==> config.mk <==
export PLATFORM = sky130hd
export DESIGN_NAME = serial_adder_flat
export DESIGN_NICKNAME = d
export VERILOG_FILES = /design/src/rtl/serial_adder_if.sv /design/src/rtl/serial_adder.sv /design/src/flat_wrapper.sv
export SDC_FILE = /design/constraint.sdc
export NUM_CORES = 1
export LEC_CHECK = 0
export ABC_AREA = 1
export CORE_MARGIN = 4
export CORE_UTILIZATION = 45
export CTS_CLUSTER_DIAMETER = 30
export DETAILED_ROUTE_END_ITERATION = 6
export PLACE_DENSITY_LB_ADDON = 0.05
export SLEW_MARGIN = 40
export SYNTH_ARGS = -nofsm -noshare
export SYNTH_HDL_FRONTEND = slang
export SYNTH_SLANG_ARGS = --single-unit
==> constraint.sdc <==
create_clock -name clk -period 1.4 [get_ports clk]
set_input_delay 0.21 -clock clk [delete_from_list [all_inputs] [get_ports clk]]
set_output_delay 0.21 -clock clk [all_outputs]
set_load 0.02 [all_outputs]
==> src/rtl/serial_adder_if.sv <==
// Operand/result handshake bundle for the bit-serial adder.
// The controller side drives start and operands; the adder returns status and result.
interface serial_adder_if #(
    parameter int WIDTH = 8
);
    logic             start;
    logic [WIDTH-1:0] a;
    logic [WIDTH-1:0] b;
    logic             cin;
    logic             busy;
    logic             done;
    logic [WIDTH-1:0] sum;
    logic             cout;

    modport master (
        output start, a, b, cin,
        input  busy, done, sum, cout
    );

    modport slave (
        input  start, a, b, cin,
        output busy, done, sum, cout
    );
endinterface

==> src/rtl/serial_adder.sv <==
// Bit-serial adder: one full-adder cell plus a carry flop, LSB first, one bit per clock.
// Result registers update only on the edge that enters DONE.
module full_add (
    input  logic a,
    input  logic b,
    input  logic ci,
    output logic s,
    output logic co
);
    assign s  = a ^ b ^ ci;
    assign co = (a & b) | (a & ci) | (b & ci);
endmodule

module serial_adder #(
    parameter int WIDTH = 8
) (
    input  logic          clk,
    input  logic          rst,
    serial_adder_if.slave bus
);
    localparam int CW = $clog2(WIDTH);

    typedef enum logic [1:0] {
        IDLE = 2'd0,
        RUN  = 2'd1,
        DONE = 2'd2
    } state_t;

    state_t state, state_nxt;

    logic [WIDTH-1:0] a_sr;
    logic [WIDTH-1:0] b_sr;
    // The LSB of the partial sum is never read back before it shifts out,
    // so only the upper WIDTH-1 bits are stored; s_full is the complete sum.
    logic [WIDTH-2:0] s_sr;
    logic [WIDTH-1:0] s_full;
    logic             c_reg;
    logic [CW-1:0]    cnt;
    logic [WIDTH-1:0] sum_q;
    logic             cout_q;
    logic             s_bit;
    logic             c_next;
    logic             last;

    full_add u_fa (
        .a  (a_sr[0]),
        .b  (b_sr[0]),
        .ci (c_reg),
        .s  (s_bit),
        .co (c_next)
    );

    assign s_full = {s_bit, s_sr};
    assign last   = (cnt == CW'(WIDTH - 1));

    always_ff @(posedge clk) begin
        if (rst) state <= IDLE;
        else     state <= state_nxt;
    end

    always_comb begin
        state_nxt = state;
        case (state)
            IDLE:    if (bus.start) state_nxt = RUN;
            RUN:     if (last)      state_nxt = DONE;
            DONE:                   state_nxt = IDLE;
            default:                state_nxt = IDLE;
        endcase
    end

    always_ff @(posedge clk) begin
        if (rst) begin
            a_sr   <= '0;
            b_sr   <= '0;
            s_sr   <= '0;
            c_reg  <= 1'b0;
            cnt    <= '0;
            sum_q  <= '0;
            cout_q <= 1'b0;
        end else begin
            case (state)
                IDLE: begin
                    if (bus.start) begin
                        a_sr  <= bus.a;
                        b_sr  <= bus.b;
                        c_reg <= bus.cin;
                        cnt   <= '0;
                    end
                end
                RUN: begin
                    a_sr  <= {1'b0, a_sr[WIDTH-1:1]};
                    b_sr  <= {1'b0, b_sr[WIDTH-1:1]};
                    s_sr  <= s_full[WIDTH-1:1];
                    c_reg <= c_next;
                    cnt   <= cnt + 1'b1;
                    // Publish on the final bit so the result is valid during the done cycle.
                    if (last) begin
                        sum_q  <= s_full;
                        cout_q <= c_next;
                    end
                end
                default: ;
            endcase
        end
    end

    assign bus.busy = (state == RUN);
    assign bus.done = (state == DONE);
    assign bus.sum  = sum_q;
    assign bus.cout = cout_q;
endmodule

==> src/flat_wrapper.sv <==
// flat-port wrapper written by rule: the top's interface ports become plain ports
module serial_adder_flat 
#(
    parameter int WIDTH = 8
)
  (clk, rst, bus_start, bus_a, bus_b, bus_cin, bus_busy, bus_done, bus_sum, bus_cout);
  serial_adder_if #(.WIDTH(WIDTH)) bus_i ();
  input  logic clk;
  input  logic rst;
  input wire logic [$bits(bus_i.start)-1:0] bus_start;
  input wire logic [$bits(bus_i.a)-1:0] bus_a;
  input wire logic [$bits(bus_i.b)-1:0] bus_b;
  input wire logic [$bits(bus_i.cin)-1:0] bus_cin;
  output wire logic [$bits(bus_i.busy)-1:0] bus_busy;
  output wire logic [$bits(bus_i.done)-1:0] bus_done;
  output wire logic [$bits(bus_i.sum)-1:0] bus_sum;
  output wire logic [$bits(bus_i.cout)-1:0] bus_cout;
  assign bus_i.start = bus_start;
  assign bus_i.a = bus_a;
  assign bus_i.b = bus_b;
  assign bus_i.cin = bus_cin;
  assign bus_busy = bus_i.busy;
  assign bus_done = bus_i.done;
  assign bus_sum = bus_i.sum;
  assign bus_cout = bus_i.cout;
  serial_adder #(.WIDTH(WIDTH)) u_core (.clk(clk), .rst(rst), .bus(bus_i));
endmodule
==> run_results.csv <==
group,metric,value,unit
run_status,status,"completed",
worst_setup_path,r2r-start,"u_core.cnt[0]$_SDFFE_PP0P_",
worst_setup_path,cpMaxStageDelayCell,"dfxtp_2",
power,p_seq_share,48.7,%
sta,slew_headroom,85.0,%
worst_setup_path,startpoint,"u_core.cnt[0]$_SDFFE_PP0P_",
worst_setup_path,crit_buf_inv,1,
sta,fin_skew,0.00667,ns
worst_setup_path,end_kind,"flip-flop",
floorplanning,initial_core_util,48.4,%
place,dp.cells,327,
power,switchingPower,0.574,mW
floorplanning,io_pins,31,
power,clockPowerShare,37.3,%
worst_setup_path,ff2ff_setup_slack,0.08,ns
worst_setup_path,worst-path-max-fanout,8,
cells_and_area,finish.instance_area,0.00216,mm^2
synth,syn_area,0.00168,mm^2
clock_tree,worstSkewPairLatency,0.29,ns
drt,antenna_left,0,
global_routing,gr-total-overflow,0,
drt,dr.pass1.iters,4,
worst_setup_path,reg2regPathDepth,7,
worst_setup_path,cp_data_arrival_time,1.50,ns
clock_tree,cts.sinks,38,
sta,hold_violations,0,
global_routing,grt_max_degree,39,
clock_tree,clk_pin_slew,0.08,ns
place,portBuffers,30,
worst_setup_path,cpPeakStageDelay,0.33,ns
power,leakage,1.09,nW
drt,routedWlPerCell,9.49,um
clock_tree,post_cts_buffers,0,
job,cap_violations,0,
floorplanning,die_area,0.00477,mm^2
drt,drtIter0Drc,106,
global_routing,grt_pass1_wl,5.58,mm
drt,routed_wl,3.18,mm
synth,syn-instance-count,255,
sta,fin_crit,1.32,ns
synth,synth_cell_type_count,17,
floorplanning,coreArea,0.00347,mm^2
floorplanning,num_rows,21,
power,vdd_drop_max,0.000511,V
synth,seq_area_frac_synth,45.3,%
cells_and_area,stdcell_count,335,
cells_and_area,area_delta_synth_final,29.0,%
power,p_int,1.83,mW
floorplanning,die_y,69.1,um
sta,tightestPinTransition,0.223,ns
cells_and_area,layout-drive-gt1-share,8.30,%
synth,syn_area_per_cell,6.58,um^2
clock_tree,cts_buffers,5,
clock_tree,clk_path_buf_depth,2,
sta,grt_setup_unrepaired,"no",
cells_and_area,final_nets,311,
synth,syn_nets,278,
power,p_per_area,1110,mW/mm^2
power,combPwrFrac,13.9,%
drt,via_count,1501,
worst_setup_path,crit_type,"flip-flop to flip-flop",
global_routing,antenna_found_initial,0,
sta,drv_slew,0,
worst_setup_path,cp.required,1.58,ns
sta,finalSetupViolCount,0,
worst_hold_path,hold_class,"flip-flop to flip-flop",
worst_setup_path,critPathLaunchType,"flip-flop",
sta,layout_setup_ws,0.0785,ns
cells_and_area,final_common_cell,"nor2_1",
worst_setup_path,endpoint,"u_core.bus.sum[7]$_SDFFE_PP0P_",
worst_setup_path,r2r_end,"u_core.bus.sum[7]$_SDFFE_PP0P_",
drt,vias_per_cell,4.48,
place,placed_cell_area,0.00207,mm^2
worst_setup_path,critical-path-top-delay-family,"adder cells",
sta,fin_tns_setup,0,ns
cells_and_area,layout_common_cells,"nor2_1, nand2_1, dfxtp_1, inv_1, clkdlybuf4s50_1",
cells_and_area,finalCoreUtilization,62.4,%
global_routing,globalRouteTotalUtil,14.2,%
power,switching_share,23.9,%
worst_setup_path,path_cells,"ha_1, ha_1, nand2_1, nor2_1, buf_4, o21ai_0, nor2_1",
place,gp_congestion,0.756,
floorplanning,die_x,69.1,um
place,dp_slack,0.0303,ns
synth,yosysWarnings,0,
clock_tree,cts_root_buf,"clkbuf_8",
sta,post-route-period-util,94.4,%
global_routing,grt_pass1_vias,1245,
clock_tree,cts_tree,"built",
place,hpwl,2.09,mm
drt,drc,0,
cells_and_area,diodes,0,
clock_tree,cts.htree.levels,2,
sta,clock.fmax,757,MHz
worst_setup_path,path_depth,7,
synth,synth-seq-cells,38,
## power by group through the flow
stage | sequential (mW) | combinational [mW] | clock (mW)
after floorplan | 1.19 | 0.222 | 0
after global placement | 1.19 | 0.338 | 0
after detailed placement | 1.20 | 0.340 | 0
after CTS | 1.17 | 0.340 | 0.921
after global routing | 1.18 | 0.389 | 0.967
final | 1.17 | 0.335 | 0.896
## worst min path at each step
| stage | startpoint | endpoint | slack [ns] | depth (start not counted) |
|---|---|---|---|---|
| 3_3_place_gp | u_core.a_sr[7]$_SDFFE_PP0P_ | u_core.a_sr[7]$_SDFFE_PP0P_ | 0.45 | 2 |
| 4_1_cts | u_core.a_sr[7]$_SDFFE_PP0P_ | u_core.a_sr[7]$_SDFFE_PP0P_ | 0.46 | 2 |
| 3_5_place_dp | u_core.a_sr[7]$_SDFFE_PP0P_ | u_core.a_sr[7]$_SDFFE_PP0P_ | 0.45 | 2 |
| 5_1_grt | u_core.bus.cout$_SDFFE_PP0P_ | u_core.bus.cout$_SDFFE_PP0P_ | 0.50 | 2 |
| 6_report | u_core.a_sr[7]$_SDFFE_PP0P_ | u_core.a_sr[7]$_SDFFE_PP0P_ | 0.46 | 2 |
| 2_1_floorplan | bus_start | u_core.a_sr[7]$_SDFFE_PP0P_ | 0.37 | 2 |
## repair_timing
action / in CTS / in global routing
hold buffers: 0 / 0
endpoints found under the setup margin: 11 / 9
gates resized for setup: 12 / 11
## stage by stage
step	total power [mW]	hold WS [ns]
2_1_floorplan	1.41	0.374
3_3_place_gp	1.53	0.450
3_5_place_dp	1.53	0.455
4_1_cts	2.43	0.464
5_1_grt	2.53	0.496
6_report	2.40	0.461
## metal layers
metal	up-vias	share of wire, %	global-route usage, %
met5	-	0	0
met2	28	41	21.0
li1	825	-	-
met4	0	1.8	6.51
met3	7	4.6	3.78
met1	641	53	19.1
## kinds of logic (layout without fill, tap and decap cells)
| kind of cell | after synthesis | count (layout) | share of synthesized area (%) |
|---|---|---|---|
| AO/OA/AOI/OAI | 21 | 21 | 6.26 |
| buffers and inverters | 35 | 69 | 9.77 |
| flip-flops | 38 | 38 | 45.3 |
| adder cells (fa/ha/maj) | 3 | 3 | 2.68 |
| AND/OR/NAND/NOR | 158 | 158 | 35.9 |
## worst register-to-register path, stage by stage, from the launching register on
cell	delay, ns
dfxtp_2	0.33
ha_1	0.20
ha_1	0.19
nand2_1	0.08
nor2_1	0.04
buf_4	0.16
o21ai_0	0.15
nor2_1	0.05
## cell type report
| class | count | area [um^2] |
|---|---|---|
| Fill cell | 345 | 1300 |
| Sequential cell | 38 | 762 |
| Multi-Input combinational cell | 182 | 761 |
| Timing Repair Buffer | 38 | 389 |
| Inverter | 23 | 86.3 |
| Clock buffer | 5 | 68.8 |
| Tap cell | 46 | 57.6 |
| Clock inverter | 3 | 40.0 |
## Yosys cell counts (all sizes together)
library cell	count	area share, %
a21oi	6	1.8
dfxtp	38	45
inv	23	5.1
ha	2	1.5
clkbuf	2	0.45
nand3	3	0.89
fa	1	1.2
nor2	77	17
o21ai	15	4.5
buf	10	4.2
nor3	1	0.30
nand2	77	18
(Power assumes the default switching activity.)
